### config.mk
export PLATFORM = sky130hd
export DESIGN_NAME = pixel_writer
export DESIGN_NICKNAME = d
export VERILOG_FILES = /design/src/rtl/pixel_writer.sv
export SDC_FILE = /design/constraint.sdc
export NUM_CORES = 1
export LEC_CHECK = 0
export BUFFER_PORTS_ARGS = -buffer_cell sky130_fd_sc_hd__buf_2
export CORE_MARGIN = 3
export CORE_UTILIZATION = 40
export CTS_CLUSTER_DIAMETER = 40
export DETAILED_ROUTE_END_ITERATION = 16
export PLACE_DENSITY = 0.67
export SLEW_MARGIN = 20
export SYNTH_ARGS = -nofsm -noshare
export SYNTH_HDL_FRONTEND = slang
export SYNTH_SLANG_ARGS = --single-unit
### constraint.sdc
create_clock -name clk -period 5.5 [get_ports clk]
set_input_delay 0.825 -clock clk [delete_from_list [all_inputs] [get_ports clk]]
set_output_delay 0.825 -clock clk [all_outputs]
set_load 0.1 [all_outputs]
### src/rtl/pixel_writer.sv
// rtl/pixel_writer.sv - buffers search results in a FIFO and writes them to pixel memory
module pixel_writer #(
    parameter int DEPTH      = 4,
    parameter int NUM_PIXELS = 307200
) (
    input  logic        clk,
    input  logic        n_rst,
    input  logic        found,
    input  logic [31:0] sel_address_syn,
    input  logic [7:0]  sel_data_syn,
    output logic        accept,
    output logic        full,
    output logic        empty,
    output logic        wr_en,
    output logic [31:0] wr_addr,
    output logic [7:0]  wr_data,
    input  logic        wr_ack,
    output logic        frame_done
);

    localparam int PW = $clog2(DEPTH);
    localparam int CW = PW + 1;

    typedef enum logic {IDLE, WRITE} state_t;

    state_t        state, state_next;
    logic [39:0]   mem [DEPTH];
    logic [PW-1:0] wr_ptr, rd_ptr;
    logic [CW-1:0] count, count_next;
    logic [31:0]   pix_cnt;
    logic          push, pop, load;

    // A pop in the same cycle never frees a slot: full comes from the registered count.
    assign accept = found && !full;
    assign push   = accept;

    always_comb begin
        state_next = state;
        load       = 1'b0;
        pop        = 1'b0;
        case (state)
            IDLE: begin
                if (!empty) begin
                    load       = 1'b1;
                    state_next = WRITE;
                end
            end
            WRITE: begin
                if (wr_ack) begin
                    pop        = 1'b1;
                    state_next = IDLE;
                end
            end
            default: state_next = IDLE;
        endcase
    end

    always_comb begin
        count_next = count;
        case ({push, pop})
            2'b10:   count_next = count + CW'(1);
            2'b01:   count_next = count - CW'(1);
            default: count_next = count;
        endcase
    end

    always_ff @(posedge clk) begin
        if (push) begin
            mem[wr_ptr] <= {sel_address_syn, sel_data_syn};
        end
    end

    always_ff @(posedge clk or negedge n_rst) begin
        if (!n_rst) begin
            state      <= IDLE;
            wr_ptr     <= '0;
            rd_ptr     <= '0;
            count      <= '0;
            full       <= 1'b0;
            empty      <= 1'b1;
            wr_en      <= 1'b0;
            wr_addr    <= '0;
            wr_data    <= '0;
            pix_cnt    <= '0;
            frame_done <= 1'b0;
        end else begin
            state <= state_next;
            count <= count_next;
            full  <= (count_next == CW'(DEPTH));
            empty <= (count_next == '0);
            if (push) begin
                wr_ptr <= wr_ptr + PW'(1);
            end
            // The head entry stays in the FIFO until the memory acknowledges it.
            if (load) begin
                wr_en   <= 1'b1;
                wr_addr <= mem[rd_ptr][39:8];
                wr_data <= mem[rd_ptr][7:0];
            end else if (pop) begin
                wr_en  <= 1'b0;
                rd_ptr <= rd_ptr + PW'(1);
            end
            frame_done <= 1'b0;
            if (pop) begin
                if (pix_cnt == 32'(NUM_PIXELS - 1)) begin
                    pix_cnt    <= '0;
                    frame_done <= 1'b1;
                end else begin
                    pix_cnt <= pix_cnt + 32'd1;
                end
            end
        end
    end

endmodule

==> reports/results.ini <==
[layout]
layout_common_cells = edfxtp_1, buf_2, dfrtp_1, mux2_2, mux4_2
drive_gt1_share_pct = 38.10
layout.cells.most_common = edfxtp_1
area_growth_syn_to_layout_pct = 19.46
regArea_um2 = 6913
multiInputGateArea_um2 = 2396
nets = 656
n_fill_cell = 1919

[clocking]
cts.sinks = 244
h-tree-depth = 1
clkTransAtPathRegs_ns = 0.05
post-cts-setup-buffers = 0
cts_made_buffers = 31
cts_tree = yes
post_cts_resized = 0
clockBufferDepth = 3
cts-root-buf = clkbuf_16
clk_latency_ns = 0.56
hold_buffers = 0

[grt]
grt_max_degree = 61
grt_use_total_pct = 13.68
met1_usage_pct = 17.69
use_met3_pct = 3.538
grt_pass1_vias = 5213
grt_pass1_wl_um = 28090
top_usage_layer = met2
antenna_found_initial = 4
grt-ovfl-total = 0
gr-usage-met2_pct = 23.11

[routing]
routed_wirelength_um = 17280
detail-route-antenna-nets = 0
via_per_inst = 5.042
via_count = 4770
drc = 0
drt_iter0_markers = 217
wl_per_cell_um = 18.27
firstDrtPassIters = 4

[timing]
rsz0062_at_grt = no
period_needed_ns = 2.784
fin_setup_tns_ns = 0
post-route-period-util_pct = 50.61
fin_ws_ns = 2.716
hold_viol_final = 0
max_slew_margin_pct = 29.90
setup_viol = 0
skew_ns = 0.01350
worst_pin_slew_ns = 1.051
drv_slew = 0
max_freq_ghz = 0.3592

[floorplan]
core_um2 = 22920
dieArea_um2 = 25440
start_util_pct = 41.12
placementRows = 55
die_height_um = 159.5
die_x_um = 159.5
ios = 89

[logic_synthesis]
async_reset_ff_share_pct = 34.43
synth_area_leader_cell = edfxtp_1
netlist-cell-type-count = 41
yosysWarnings = 0
synth_cells = 503
seq_area_frac_synth_pct = 73.30
synthesis.nets = 554
synth.top_cell.area_share_pct = 50.98
syn_area_um2 = 9424
synth_edf_count = 160
synth_seq_cells = 244
syn_area_per_cell_um2 = 18.74
synthFlopType = edfxtp_1
synthTopCellsByArea = edfxtp_1, dfrtp_1, mux4_2, mux2_2, xnor2_1

[worst_setup_path]
criticalPathCategory = flop to output pin
cp-end-kind = output pin
cp.required_ns = 4.68
reg2reg_depth = 7
start_kind = flop
cp_max_fo = 9
worstPathArrival_ns = 1.96

[placement]
dp_slack_ns = 2.560
post-dp-hpwl_um = 10740
portBuffers = 88
gp_congestion = 0.8392

[power_and_ir_drop]
vdd_drop_max_v = 0.0005309
power_leakage_nw = 4.259
p_per_area_nw_per_um2 = 627.7

[run]
drv_cap = 0

[hold_path]
hp-class = primary input to asynchronous set/reset pin

[status]
status = finished, final reports clean

## Yosys cell counts (9+ instances only)
cell        n
xnor2_1    16
mux2_2     41
dfrtp_1    83
nor3_1     10
edfxtp_1  160
nand2_1    21
nand3_1     9
nor2_1     13
mux4_2     40
xor2_1     16
inv_1       9
buf_2      11
## worst max-delay path, stage by stage, from the launching register on
cell	delay (ns)
dfrtp_1	0.38
nor2b_1	0.50
buf_2	0.54
## state kept, by name (all words and copies together) (netlist names)
register    flops
count           3
empty           1
frame_done      1
full            1
mem           160
pix_cnt        32
rd_ptr          2
state           1
wr_addr        32
wr_data         8
wr_en           1
wr_ptr          2
## power by group
group	total (mW)	internal, mW	leakage (nW)	switching [mW]
clock network	2.02	1.24	0.502	0.775
registers	2.73	2.42	2.49	0.318
logic	2.31	0.669	1.26	1.64
total	7.07	4.33	4.26	2.74
## worst paths after layout
check,startpoint,slack [ns],to
max in group asynchronous,n_rst,4.14,rd_ptr[0]$_DFFE_PN0P_
setup reg to reg,full$_DFF_PN0_,3.08,full$_DFF_PN0_
min in group clk,pix_cnt[31]$_DFFE_PN0P_,0.48,pix_cnt[31]$_DFFE_PN0P_
setup / recovery,full$_DFF_PN0_,2.72,accept
hold / removal,n_rst,0.19,wr_data[5]$_DFFE_PN0P_
hold reg to reg,pix_cnt[31]$_DFFE_PN0P_,0.48,pix_cnt[31]$_DFFE_PN0P_
## per-layer routing
metal  up-vias  share of wire, %
met4         6               1.8
met5         -              0.13
met1      2441                41
met3        32               6.2
met2       140                50
li1       2151                 -
## area by class of cell
class                      count  share of cell area [%]
timing repair buffer          90                   4.068
antenna                        3                 0.06668
multi-input combinational    229                   21.28
clock inverter                21                   2.312
tap                          313                   3.479
inverter                       9                  0.3001
clock buffer                  37                   7.090
sequential                   244                   61.40
## cell families (layout without fill, tap and decap cells)
family | count (synthesis) | after routing | synth area share, %
AO/OA/AOI/OAI | 12 | 12 | 0.7568
multiplexers | 81 | 81 | 14.46
AND/OR/NAND/NOR | 97 | 97 | 6.041
other | 0 | 3 | 0
XOR/XNOR | 32 | 32 | 2.974
flip-flops | 244 | 244 | 73.30
adder cells (fa/ha/maj) | 7 | 7 | 1.009
buffers and inverters | 30 | 157 | 1.460
## stage by stage
stage	hold WS, ns	utilization, %	instances	area (µm²)	total power, mW
5_1_grt	0.1907	49.11	944	11250	7.379
2_1_floorplan	0.4377	-	503	9424	4.628
3_5_place_dp	0.4700	44.46	885	10190	5.133
4_1_cts	0.1766	49.07	943	11250	7.177
6_report	0.1868	49.13	946	11260	7.067
3_3_place_gp	0.4533	44.46	885	10190	5.079
Power figures use the tool's default switching activity.
